`src/rtl/hp_pkg.sv`:
```
`default_nettype none
// =============================================================================
// Module      : hp_pkg
// Description : Shared types and header-layout constants for header_parser.
// Revision    : 1.0 - initial release
// =============================================================================
package hp_pkg;

   typedef enum logic [1:0] {
      IDLE    = 2'd0,
      HDR     = 2'd1,
      PAYLOAD = 2'd2
   } hp_state_t;

   localparam int ETH_HDR_BYTES = 14;
   localparam int IP_HDR_BYTES  = 20;
   localparam int UDP_HDR_BYTES = 8;
   localparam int HDR_BYTES     = ETH_HDR_BYTES + IP_HDR_BYTES + UDP_HDR_BYTES;

   // First 8-byte data word lying wholly past the Ethernet/IP/UDP headers.
   localparam int DEF_PAYLOAD_WORD = (HDR_BYTES + 7) / 8;

   localparam logic [7:0] MOD_HDR_CTRL = 8'hFF;

endpackage
`default_nettype wire

```
`src/rtl/header_parser.sv`:
```
`default_nettype none
// =============================================================================
// Module      : header_parser
// Description : One-cycle pass-through that tags each word with its data-word
//               index and a UDP-payload flag. Optional macro
//               HEADER_PARSER_PKT_COUNT_EN adds an EOP packet counter output.
// Revision    : 1.0 - initial release
// =============================================================================
module header_parser
   import hp_pkg::*;
#(
   parameter int DWIDTH       = 64,
   parameter int CTRL_WIDTH   = DWIDTH / 8,
   parameter int PAYLOAD_WORD = DEF_PAYLOAD_WORD
) (
   input  logic                  i_clock,
   input  logic                  i_reset,
   input  logic [DWIDTH-1:0]     in_data,
   input  logic [CTRL_WIDTH-1:0] in_ctrl,
   input  logic                  in_wr,
   output logic                  in_rdy,
   output logic [DWIDTH-1:0]     out_data,
   output logic [CTRL_WIDTH-1:0] out_ctrl,
   output logic                  out_wr,
   input  logic                  out_rdy,
`ifdef HEADER_PARSER_PKT_COUNT_EN
   output logic [31:0]           o_pkt_count,
`endif
   output logic [15:0]           data_count,
   output logic                  o_inside_payload
);

   localparam logic [15:0] c_PAYLOAD_WORD = 16'(PAYLOAD_WORD);

   hp_state_t   r_state;
   hp_state_t   w_next_state;
   logic [15:0] r_cnt;
   logic [15:0] w_next_cnt;
   logic [15:0] w_cnt_inc;
   logic [15:0] w_tag_cnt;
   logic        w_tag_pl;
   logic        w_ctrl_zero;

   assign in_rdy      = out_rdy;
   assign w_ctrl_zero = (in_ctrl == '0);
   assign w_cnt_inc   = r_cnt + 16'd1;

   // State register plus the forwarding pipeline; tags only move on written words.
   always_ff @(posedge i_clock or posedge i_reset) begin
      if (i_reset) begin
         r_state          <= IDLE;
         r_cnt            <= 16'd0;
         out_data         <= '0;
         out_ctrl         <= '0;
         out_wr           <= 1'b0;
         data_count       <= 16'd0;
         o_inside_payload <= 1'b0;
      end else begin
         out_data <= in_data;
         out_ctrl <= in_ctrl;
         out_wr   <= in_wr;
         if (in_wr) begin
            r_state          <= w_next_state;
            r_cnt            <= w_next_cnt;
            data_count       <= w_tag_cnt;
            o_inside_payload <= w_tag_pl;
         end
      end
   end

   always_comb begin
      w_next_state = r_state;
      w_next_cnt   = r_cnt;
      case (r_state)
         IDLE: begin
            if (w_ctrl_zero) begin
               w_next_cnt   = 16'd1;
               w_next_state = (16'd1 >= c_PAYLOAD_WORD) ? PAYLOAD : HDR;
            end
         end
         HDR: begin
            if (w_ctrl_zero) begin
               w_next_cnt = w_cnt_inc;
               if (w_cnt_inc == c_PAYLOAD_WORD) w_next_state = PAYLOAD;
            end else begin
               w_next_cnt   = 16'd0;
               w_next_state = IDLE;
            end
         end
         PAYLOAD: begin
            if (w_ctrl_zero) begin
               if (r_cnt != 16'hFFFF) w_next_cnt = w_cnt_inc;
            end else begin
               w_next_cnt   = 16'd0;
               w_next_state = IDLE;
            end
         end
         default: begin
            w_next_cnt   = 16'd0;
            w_next_state = IDLE;
         end
      endcase
   end

   always_comb begin
      w_tag_cnt = r_cnt;
      w_tag_pl  = 1'b0;
      case (r_state)
         IDLE: begin
            w_tag_cnt = 16'd0;
            w_tag_pl  = w_ctrl_zero && (PAYLOAD_WORD == 0);
         end
         HDR:     w_tag_pl = 1'b0;
         PAYLOAD: w_tag_pl = 1'b1;
         default: w_tag_cnt = 16'd0;
      endcase
   end

`ifdef HEADER_PARSER_PKT_COUNT_EN
   logic [31:0] r_pkt_count;

   // A nonzero ctrl outside IDLE is the EOP of a packet in progress.
   always_ff @(posedge i_clock or posedge i_reset) begin
      if (i_reset)
         r_pkt_count <= 32'd0;
      else if (in_wr && !w_ctrl_zero && (r_state != IDLE))
         r_pkt_count <= r_pkt_count + 32'd1;
   end

   assign o_pkt_count = r_pkt_count;
`endif

endmodule
`default_nettype wire

```
`config.mk`:
```
export PLATFORM = sky130hd
export DESIGN_NAME = header_parser
export DESIGN_NICKNAME = d
export VERILOG_FILES = /design/src/rtl/hp_pkg.sv /design/src/rtl/header_parser.sv
export SDC_FILE = /design/constraint.sdc
export NUM_CORES = 1
export LEC_CHECK = 0
export ABC_CLOCK_PERIOD_IN_PS = 5000
export CORE_MARGIN = 2
export CORE_UTILIZATION = 42
export DETAILED_ROUTE_END_ITERATION = 10
export MAX_ROUTING_LAYER = met4
export PLACE_DENSITY = 0.89
export REMOVE_ABC_BUFFERS = 1
export SYNTH_ARGS = -nofsm -noshare
export SYNTH_HDL_FRONTEND = slang
export SYNTH_SLANG_ARGS = --single-unit
```
`constraint.sdc`:
```
create_clock -name i_clock -period 5 [get_ports i_clock]
set_input_delay 1 -clock i_clock [delete_from_list [all_inputs] [get_ports i_clock]]
set_output_delay 1 -clock i_clock [all_outputs]
set_load 0.01 [all_outputs]
```
# Yosys cells after proc, flatten, opt, wreduce, memory -nomap -nowiden
# Cells that the tools add are included.
[word_totals]
word_cells = 33
out_inout_bits = 91
input_bits = 76
reg_bits = 108
[op_classes]
eq_ne = 8
muxes = 12
reduce_logical = 5
addsub = 1
[op_table]
columns = ["operator", "n"]
rows = [
  ["$mux W16", 5],
  ["$pmux W16 S3", 1],
  ["$add A16 B1 Y16 const B", 1],
  ["$eq A16 B3 Y1 const B", 1],
  ["$ne A16 B16 Y1 const B", 1],
  ["$logic_not A8 Y1", 1],
  ["$mux W2", 4],
  ["$ne A3 B3 Y1 const B", 2],
  ["$pmux W2 S3", 1],
  ["$ne A2 B2 Y1 const B", 2],
  ["$reduce_and A4 Y1", 1],
  ["$reduce_and A3 Y1", 1],
  ["$eq A2 B1 Y1 const B", 1],
  ["$eq A2 B2 Y1 const B", 1],
  ["$logic_not A2 Y1", 1],
  ["$reduce_or A2 Y1", 1],
  ["$mux W1", 1],
]

# Logic depth before layout (Yosys ltp)
# Gate-level depths: netlist of run 1.
[logic_depth]
depth_word = 5
depth_mapped = 9
mapped_depth_nobuf = 7

# Worst setup path before layout of run 1
# No wires, ideal clock.
[synth_timing]
path_type = "input-to-reg"
start = "input port in_ctrl[5]"
end = "register r_cnt[8]"
n_path_buf = 1
setup_ns = 0.092
t_arrival_ns = 2.238
setup_slack_ns = 2.671
t_required_ns = 4.908
stages = 6
path_cell_list = "nor4_2 and2_2 nand3b_1 or2_4 buf_6 o31ai_2"
[synth_between]
elab_chain_len = 3
word_cells_on_any_way = 7
classes_between = "eq/ne: 2; mux: 3; reduce/logical: 2"
[synth_rtl]
columns = ["element", "line", "rtl"]
rows = [
  ["start: declaration", "header_parser.sv:19", "input logic [CTRL_WIDTH-1:0] in_ctrl,"],
  ["$logic_not A8 Y1 (*)", "header_parser.sv:45", "assign w_ctrl_zero = (in_ctrl == '0);"],
  ["$ne A3 B3 Y1 (no source line) (tied with other cells)", "--", ""],
  ["$reduce_and A3 Y1 (no source line) / $pmux W16 S3 (equally long branches)", "--", ""],
  ["end signal: assignment", "header_parser.sv:64", "r_cnt <= w_next_cnt;"],
  ["end: declaration", "header_parser.sv:37", "logic [15:0] r_cnt;"],
]
# Mark *: on every way between the ends. The rest lies on a longest branch, timed or not.
# A chain may end at the register's enable or synchronous reset.

# Final worst setup path of run 1
[layout_timing]
start = "input port in_ctrl[5]"
end = "register r_cnt[5]"
# Same word-level chain as after synthesis.

==> results.txt, run 1 <==
min Tclk post-route -> 3000 ps
min-delay src -> data_count[5]$_DFFE_PP0P_
DRC -> 0
ys async rst share -> 100%
Die Height -> 101 um
vias in the first global route -> 3002
fill count -> 694
# setup viols final -> 0
NetSw -> 0.436 mW
Syn Inst Count -> 310
Post-synth EDFFs -> 0
top-area cell type share of the netlist area -> 68.5%
H-Tree Depth -> 3
Syn. warnings -> 0
Die Span X -> 101 um
Root Driver -> clkbuf_8
Final ANT Viol Nets -> 0
Max Clock Skew -> 6.40 ps
largest net degree at the start of global routing -> 83
FF-to-FF Start -> r_cnt[0]$_DFFE_PP0P_
first-pass GRT wire length -> 15500 um
placed instance count -> 570
mux cell area share after synthesis -> 0.824%
vias -> 2914
Routed Wire Length -> 9730 um
critical path class -> in -> reg
Top Ports -> 167
Synth Area in Simple Gates -> 12.7%
crit path launch type -> input port
WP buf/inv -> 1
ant diodes -> 0
Post-CTS Resized -> 0
Flop pwr share -> 55.0%
Crit path max-delay family -> simple AND/OR/NAND/NOR gates
# clock sinks -> 108
distinct cell type count after synthesis -> 53
max incr delay on CP -> 510 ps
top cells by area, synth -> dfrtp_1, o21ai_0, nand2_1, inv_1, ha_1
#FFs+latches synth -> 108
critical path, cell by cell -> clkdlybuf4s50_1, nor4_2, and2_2, nand3b_1, or2_4, o41ai_1
Power Total -> 1.70 mW
combinational share of power -> 15.0%
number of max-cap violations -> 0
final global-route overflow total -> 0
area delta synth->final -> 48.2%
Finished Layout Cells -> 586
nets@finish -> 552
Final Cycle Share -> 59.9%
share of cells above drive strength 1 -> 8.42%
Fmax -> 334 MHz
crit path DAT -> 3250 ps
TNS Setup -> 0 ps
mean post-synth cell area -> 12.7 sq um
Die ar. -> 0.0102 sq mm
Worst-path clk slew -> 90 ps
slew margin rel. -> 35.0%
cts bufs inserted -> 9
sw frac -> 25.6%
worst-path fanout max -> 16
DPL Wire Length -> 7110 um
largest area contributor in the netlist -> dfrtp_1
initial antenna violation count -> 0
status -> finished, final reports clean
I/O Buffers -> 164
Clock power frac -> 30.0%
GR Util All Layers -> 20.4%
Max Slew Vio Count -> 0
Adder-Cell Fraction of Synth Area -> 1.90%
xor and xnor area share after synthesis -> 1.33%
Worst-Skew Late Latency -> 360 ps
Core Rows -> 35
CTS tree -> done
Synth Area in Compound Gates -> 10.3%
Via density -> 4.97
setup repair bufs after CTS -> 0
peak supply drop -> 0.140 mV
slowest CP cell -> or2_4
drt first pass iters -> 4
Hold WC Path Type -> reg -> reg
Cell Area, Synth -> 0.00395 sq mm
R2R Setup Slk -> 2560 ps
Critical Path End Type -> flop
leakage power total -> 2.44 nW
Core ar. -> 0.00920 sq mm
ys flop type -> dfrtp_1
Critical Path Source -> in_ctrl[5]
PD cells -> 291 mW/mm^2
RSZ-0062 raised after global routing -> no
First DRT Iteration DRCs -> 128
Clock Tree Buf Depth -> 2
Starting Density -> 42.9%
largest family of logic cells by synthesized area -> simple AND/OR/NAND/NOR gates
register area share after synthesis -> 68.5%
Slew @ Worst Pin -> 976 ps
Final GP Congestion -> 0.854
routed length per instance -> 16.6 um
required time worst endpoint -> 5250 ps
Hold Vio Cnt, Final -> 0
internal power -> 1.27 mW
hold-fix buffers at CTS -> 0
-- worst paths after layout --
kind / to / cells after the start
worst max-delay path: r_cnt[5]$_DFFE_PP0P_ / 6
max in group asynchronous: o_inside_payload$_DFFE_PP0P_ / 3
worst min-delay path: data_count[5]$_DFFE_PP0P_ / 2
worst max register to register: r_cnt[10]$_DFFE_PP0P_ / 8
min in group asynchronous: out_data[15]$_DFF_PP0_ / 2
worst min register to register: data_count[5]$_DFFE_PP0P_ / 2
-- per-layer routing --
metal / GRT usage, % / vias up / routed length, um
met5: - / - / 0
met3: 5.20 / 16 / 622
met4: 6.96 / 0 / 169
met2: 34.9 / 123 / 4990
met1: 23.5 / 1411 / 3940
li1: - / 1364 / -
-- layout make-up --
class                      instances  area, sq um  share of cell area [%]
multi-input combinational        163         1070                    18.2
clock buffer                      11          151                    2.59
sequential                       108         2700                    46.2
timing repair buffer             167         1660                    28.5
inverter                          21         81.3                    1.39
clock inverter                     5         42.5                   0.727
tap                              111          139                    2.37
-- cells in the final DEF, fill, tap and decap left out, types with 5 or more instances in the layout --
master / n
nor2_1: 11
nand2_1: 27
inv_1: 20
clkbuf_8: 11
and3_1: 5
o21ai_1: 12
o21ai_0: 22
clkdlybuf4s50_1: 164
ha_1: 6
nand3_1: 12
dfrtp_1: 108
-- synth_stat cells, types with 2 or more instances --
library cell and count:
dfrtp_1 108, nand2_1 27, o21ai_0 22, inv_1 21, nand3_1 12, o21ai_1 12, nor2_1 11, clkbuf_1 8
buf_2 6, ha_1 6, and3_1 5, a21oi_1 4, nor3_1 4, o31ai_1 4, o31ai_2 4, xnor2_1 4
a31oi_1 3, and2_1 3, nand2b_1 3, nor4_2 3, a211oi_1 2, a211oi_2 2, buf_4 2, buf_6 2
nand4_1 2, nor2b_1 2, xor2_1 2
-- per-stage QoR --
step / hold WS, ps / cell area (sq um) / setup slack (ps) / util, %
4_1_cts: 531 / 5850 / 2030 / 63.6
5_1_grt: 551 / 5850 / 1780 / 63.6
6_report: 525 / 5850 / 2000 / 63.6
2_1_floorplan: 534 / 3850 / 1150 / -
3_5_place_dp: 501 / 5650 / 1650 / 61.5
3_3_place_gp: 496 / 5650 / 1760 / 61.5
-- worst reg2reg max path: stages (launching register included) --
cell and delay (ps):
dfrtp_1 490, ha_1 310, nand4_1 240, nor2_2 320, nand3_1 180, o21ai_1 160
buf_4 250, or2_4 270, o31ai_1 100
-- cells by family (layout without fill, tap and decap cells) --
group                    count (synthesis)  in the layout
buffers and inverters                   39            204
multiplexers                             3              3
AO/OA/AOI/OAI                           62             62
XOR/XNOR                                 6              6
AND/OR/NAND/NOR                         86             86
adder cells (fa/ha/maj)                  6              6
flip-flops                             108            108
-- state kept, by name (all words and copies together) (netlist names) --
register,cells
data_count,16
o_inside_payload,1
out_ctrl,8
out_data,64
out_wr,1
r_cnt,16
r_state,2
-- power groups by stage --
stage	Clock (mW)	Combinational, mW	Sequential (mW)
detailed placement	0	0.255	0.955
floorplan	0	0.0747	0.969
CTS	0.530	0.258	0.938
finish	0.512	0.255	0.937
global route	0.561	0.274	0.942
global placement	0	0.245	0.951
No activity file was read; power rests on OpenSTA's default activity.
==> inputs of run 2 (changes only) <==
--- a/config.mk
+++ b/config.mk
@@ -5,7 +5,7 @@
 export SDC_FILE = /design/constraint.sdc
 export NUM_CORES = 1
 export LEC_CHECK = 0
-export ABC_CLOCK_PERIOD_IN_PS = 5000
+export ABC_CLOCK_PERIOD_IN_PS = 2900
 export CORE_MARGIN = 2
 export CORE_UTILIZATION = 42
 export DETAILED_ROUTE_END_ITERATION = 10
==> constraint.sdc (replaced) <==
create_clock -name i_clock -period 2.9 [get_ports i_clock]
set_input_delay 0.58 -clock i_clock [delete_from_list [all_inputs] [get_ports i_clock]]
set_output_delay 0.58 -clock i_clock [all_outputs]
set_load 0.01 [all_outputs]
==> results.txt, run 2 (synthesis gave the netlist of run 1 again) <==
Worst-Skew Late Latency -> 370 ps (was 360 ps)
Largest regs -> out_data (64), data_count (16), r_cnt (16) (unchanged)
I/O Buffers -> 164 (unchanged)
Root Driver -> clkbuf_8 (unchanged)
Slew @ Worst Pin -> 644 ps (was 976 ps)
Worst-path clk slew -> 100 ps (was 90 ps)
register area -> 0.00270 sq mm (unchanged)
crit path launch type -> flop (was input port)
Clock Tree Buf Depth -> 2 (unchanged)
worst-path fanout max -> 9 (was 16)
Die ar. -> 0.0102 sq mm (unchanged)
critical path class -> reg -> reg (was in -> reg)
Fmax -> 420 MHz
vias in the first global route -> 2943 (was 3002)
Routed Wire Length -> 9990 um (was 9730 um)
slew margin rel. -> 57.1% (was 35.0%)
dpl cell area -> 0.00569 sq mm (was 0.00565 sq mm)
drt first pass iters -> 4 (unchanged)
leakage power total -> 2.46 nW (was 2.44 nW)
Design Area, Final -> 0.00588 sq mm (was 0.00585 sq mm)
First DRT Iteration DRCs -> 195 (was 128)
hold-fix buffers at CTS -> 0 (unchanged)
CTS tree -> done (unchanged)
setup repair bufs after CTS -> 0 (unchanged)
vias -> 2993 (was 2914)
Via density -> 5.08 (was 4.97)
final global-route overflow total -> 0 (unchanged)
required time worst endpoint -> 3150 ps (was 5250 ps)
placed instance count -> 573 (was 570)
Die Height -> 101 um (unchanged)
# setup viols final -> 0 (unchanged)
# clock sinks -> 108 (unchanged)
DRC -> 0 (unchanged)
Flop pwr share -> 54.8% (was 55.0%)
area delta synth->final -> 49.0% (was 48.2%)
share of cells above drive strength 1 -> 9.00% (was 8.42%)
Final Cycle Share -> 82.1%
commonest non-fill, non-tap cell in the layout -> clkdlybuf4s50_1 (unchanged)
number of max-cap violations -> 0 (unchanged)
highest-count cells in the layout ignoring fill and taps -> clkdlybuf4s50_1, dfrtp_1, nand2_1 (unchanged)
GR Util All Layers -> 20.4% (about the same)
Top Ports -> 167 (unchanged)
cts bufs inserted -> 9 (unchanged)
internal power -> 2.17 mW (was 1.27 mW)
ant diodes -> 0 (unchanged)
RSZ-0062 raised after global routing -> no (unchanged)
Finished Layout Cells -> 589 (was 586)
crit path DAT -> 2630 ps (was 3250 ps)
Hold Vio Cnt, Final -> 0 (unchanged)
largest net degree at the start of global routing -> 51 (was 83)
Worst R2R Path Depth -> 7 (was 8)
first-pass GRT wire length -> 15400 um (was 15500 um)
routed length per instance -> 17.0 um (was 16.6 um)
NetSw -> 0.775 mW (was 0.436 mW)
Post-CTS Resized -> 0 (unchanged)
Starting Density -> 42.9% (unchanged)
Max Clock Skew -> 16.9 ps (was 6.40 ps)
status -> finished, final reports clean (unchanged)
H-Tree Depth -> 3 (unchanged)
Hold WC Path Type -> reg -> reg (unchanged)
min Tclk post-route -> 2380 ps
Max Slew Vio Count -> 0 (unchanged)
Die Span X -> 101 um (unchanged)
combinational share of power -> 15.0% (about the same)
number of cells on the worst hold path -> 2 (unchanged)
Critical Path End Type -> flop (unchanged)
initial antenna violation count -> 0 (unchanged)
nets@finish -> 555 (was 552)
Clock power frac -> 30.2% (was 30.0%)
Core ar. -> 0.00920 sq mm (unchanged)
peak supply drop -> 0.226 mV (was 0.140 mV)
sw frac -> 26.3% (was 25.6%)
max reg flops -> 64 (unchanged)
Core Rows -> 35 (unchanged)
Final GP Congestion -> 0.847 (was 0.854)
most flop-heavy register -> out_data (unchanged)
PD cells -> 501 mW/mm^2 (was 291 mW/mm^2)
area of the multi-input gates -> 0.00107 sq mm (unchanged)
Final ANT Viol Nets -> 0 (unchanged)
fill count -> 690 (was 694)
DPL Wire Length -> 7320 um (was 7110 um)
[run 2: final cells by class]
type                       instances  area share (%)
clock buffer                      10            2.34
timing repair buffer             170            28.9
tap                              111            2.36
clock inverter                     6           0.936
inverter                          21            1.38
multi-input combinational        163            18.1
sequential                       108            45.9
[run 2: stage by stage]
| stage | TNS, ps | hold WS, ps | total power, mW | util, % | worst slack [ps] |
|---|---|---|---|---|---|
| after floorplan | -56760 | 534 | 1.80 | - | -526 |
| after global placement | 0 | 512 | 2.07 | 61.9 | 429 |
| after detailed placement | 0 | 514 | 2.09 | 61.9 | 308 |
| after CTS | 0 | 530 | 2.98 | 64.0 | 532 |
| after global routing | 0 | 553 | 3.08 | 64.0 | 370 |
| final | 0 | 524 | 2.95 | 64.0 | 519 |
[run 2: final timing paths]
check	startpoint	to	slack (ps)
worst max-delay path	r_cnt[0]$_DFFE_PP0P_	r_cnt[0]$_DFFE_PP0P_	520
min in group asynchronous	i_reset	out_data[16]$_DFF_PP0_	570
max in group asynchronous	i_reset	r_state[1]$_DFFE_PP0P_	1620
worst max register to register	r_cnt[0]$_DFFE_PP0P_	r_cnt[0]$_DFFE_PP0P_	520
worst min-delay path	data_count[5]$_DFFE_PP0P_	data_count[5]$_DFFE_PP0P_	520
worst min register to register	data_count[5]$_DFFE_PP0P_	data_count[5]$_DFFE_PP0P_	520
[run 2: critical path: stages, from the launching register on]
cell and delay, ps:
dfrtp_1 510, ha_1 350, nand4_1 240, nor2_2 290, nand3_1 130, o21ai_1 230, buf_4 210, mux2_1 330
[run 2: power groups by stage]
stage	Sequential (mW)	Clock, mW	Combinational, mW
5_1_grt	1.62	0.976	0.479
2_1_floorplan	1.67	0	0.129
3_5_place_dp	1.65	0	0.447
6_report	1.61	0.891	0.444
4_1_cts	1.62	0.917	0.450
3_3_place_gp	1.64	0	0.431
[run 2: layer usage]
metal | up-vias | wire, um | track usage [%]
met5 | - | 0 | -
met4 | 0 | 70 | 5.41
li1 | 1370 | - | -
met1 | 1470 | 3870 | 23.6
met3 | 10 | 769 | 5.48
met2 | 143 | 5280 | 35.2
==> inputs of run 3 (changes only) <==
--- a/config.mk
+++ b/config.mk
@@ -5,12 +5,12 @@
 export SDC_FILE = /design/constraint.sdc
 export NUM_CORES = 1
 export LEC_CHECK = 0
-export ABC_CLOCK_PERIOD_IN_PS = 2900
+export ABC_CLOCK_PERIOD_IN_PS = 2000
 export CORE_MARGIN = 2
-export CORE_UTILIZATION = 42
+export CORE_UTILIZATION = 38
 export DETAILED_ROUTE_END_ITERATION = 10
 export MAX_ROUTING_LAYER = met4
-export PLACE_DENSITY = 0.89
+export PLACE_DENSITY = 0.86
 export REMOVE_ABC_BUFFERS = 1
 export SYNTH_ARGS = -nofsm -noshare
 export SYNTH_HDL_FRONTEND = slang
==> constraint.sdc (replaced) <==
create_clock -name i_clock -period 2 [get_ports i_clock]
set_input_delay 0.4 -clock i_clock [delete_from_list [all_inputs] [get_ports i_clock]]
set_output_delay 0.4 -clock i_clock [all_outputs]
set_load 0.01 [all_outputs]
==> results.txt, run 3 (synthesis gave the netlist of run 1 again) <==
area delta synth->final -> 55.3% (was 49.0%)
Core ar. -> 0.0102 sq mm (was 0.00920 sq mm)
cts bufs inserted -> 9 (unchanged)
final worst slack -> 73.2 ps (was 519 ps)
GR Util All Layers -> 18.9% (was 20.4%)
Root Driver -> clkbuf_8 (unchanged)
status -> finished, final reports clean (unchanged)
FF-to-FF Start -> r_cnt[0]$_DFFE_PP0P_ (unchanged)
# setup viols final -> 0 (unchanged)
final design utilization -> 60.2% (was 64.0%)
required time worst endpoint -> 2270 ps (was 3150 ps)
drt first pass iters -> 4 (unchanged)
Top Ports -> 167 (unchanged)
highest-count cells in the layout ignoring fill and taps -> clkdlybuf4s50_1, dfrtp_1, nand2_1 (unchanged)
Max Slew Vio Count -> 0 (unchanged)
nets@finish -> 578 (was 555)
Final GP Congestion -> 0.867 (was 0.847)
Hold Vio Cnt, Final -> 0 (unchanged)
Final Cycle Share -> 96.3%
initial antenna violation count -> 0 (unchanged)
Fmax -> 519 MHz
Max Clock Skew -> 13.2 ps (was 16.9 ps)
Via density -> 4.69 (was 5.08)
Finished Layout Cells -> 637 (was 589)
vias -> 2988 (was 2993)
Power Total -> 4.28 mW (was 2.95 mW)
First DRT Iteration DRCs -> 256 (was 195)
most flop-heavy register -> out_data (unchanged)
routed length per instance -> 15.6 um (was 17.0 um)
leakage power total -> 2.57 nW (was 2.46 nW)
Critical Path End Type -> flop (unchanged)
DRC -> 0 (unchanged)
I/O Buffers -> 164 (unchanged)
slew margin rel. -> 73.1% (was 57.1%)
worst-path fanout max -> 12 (was 9)
peak supply drop -> 0.416 mV (was 0.226 mV)
ant diodes -> 0 (unchanged)
share of cells above drive strength 1 -> 13.8% (was 9.00%)
CTS tree -> done (unchanged)
crit path DAT -> 2200 ps (was 2630 ps)
Worst-path clk slew -> 110 ps (was 100 ps)
Die Span X -> 106 um (was 101 um)
Starting Density -> 38.7% (was 42.9%)
critical path class -> in -> reg (was reg -> reg)
vias in the first global route -> 3128 (was 2943)
Core Rows -> 37 (was 35)
Final ANT Viol Nets -> 0 (unchanged)
dpl cell area -> 0.00591 sq mm (was 0.00569 sq mm)
Largest regs -> out_data (64), data_count (16), r_cnt (16) (unchanged)
final global-route overflow total -> 0 (unchanged)
Die ar. -> 0.0112 sq mm (was 0.0102 sq mm)
Worst-Skew Late Latency -> 370 ps (about the same)
H-Tree Depth -> 3 (unchanged)
largest net degree at the start of global routing -> 34 (was 51)
max reg flops -> 64 (unchanged)
DPL Wire Length -> 7490 um (was 7320 um)
Placement Setup Slack -> -353 ps (was 308 ps)
PD cells -> 699 mW/mm^2 (was 501 mW/mm^2)
placed instance count -> 620 (was 573)
Hold WC Path Type -> in -> async (was reg -> reg)
Slew @ Worst Pin -> 404 ps (was 644 ps)
Clock Tree Buf Depth -> 2 (unchanged)
# clock sinks -> 108 (unchanged)
Critical Path Source -> in_ctrl[5] (was r_cnt[0]$_DFFE_PP0P_)
crit path launch type -> input port (was flop)
min Tclk post-route -> 1930 ps
commonest non-fill, non-tap cell in the layout -> clkdlybuf4s50_1 (unchanged)
number of max-cap violations -> 0 (unchanged)
Design Area, Final -> 0.00613 sq mm (was 0.00588 sq mm)
first-pass GRT wire length -> 16100 um (was 15400 um)
Routed Wire Length -> 9940 um (was 9990 um)
Die Height -> 106 um (was 101 um)
==> run 3: changes by cell type in the layout (fill, tap and decap cells not counted), sizes merged <==
cell	previous run	this run
clkinv	3	2
inv	24	23
clkinvlp	0	1
buf	6	29
clkbuf	10	11
==> run 3: area by class of cell <==
cell class	instances	area, sq um
Timing Repair Buffer	193	1900
Multi-Input combinational cell	163	1090
Clock inverter	5	45.0
Fill cell	831	4060
Inverter	21	81.3
Sequential cell	108	2700
Clock buffer	11	131
Tap cell	136	170
==> run 3: stage by stage <==
stage	hold slack, ps	setup TNS, ps
finish	375	0
global route	391	-30.2
CTS	374	0
detailed placement	501	-4300
global placement	509	-2980
floorplan	431	-139750
==> run 3: path summary, 6_finish.rpt <==
check | slack, ps | to | cells after the start
setup / recovery | 70 | r_cnt[5]$_DFFE_PP0P_ | 7
hold / removal | 380 | data_count[0]$_DFFE_PP0P_ | 2
setup reg to reg | 90 | r_cnt[0]$_DFFE_PP0P_ | 7
hold reg to reg | 530 | data_count[1]$_DFFE_PP0P_ | 2
max in group asynchronous | 1100 | out_data[59]$_DFF_PP0_ | 3
min in group i_clock | 450 | out_data[58]$_DFF_PP0_ | 1
==> run 3: metal layers <==
layer,global-route usage [%],up-vias,share of wire [%]
met4,4.51,0,0.96
met3,5.27,13,6.8
met1,23.1,1454,40
met5,-,-,0
li1,-,1412,-
met2,31.6,109,52
==> run 3: worst max-delay path, stage by stage <==
cell and delay, ps:
clkdlybuf4s50_1 470, nor4_4 320, and2_4 210, o21a_1 130, o21ai_2 70, or2_4 340, o41ai_1 250
==> run 3: what timing repair did <==
action                     CTS  global route
setup endpoints to repair    0             7
resized for setup            0             8
hold buffers                 0             0
setup buffers                0             1
==> run 3: power by group <==
part	internal (mW)	switching [mW]
Sequential	2.28	0.0441
Clock	0.472	0.754
Combinational	0.407	0.319
Total	3.16	1.12
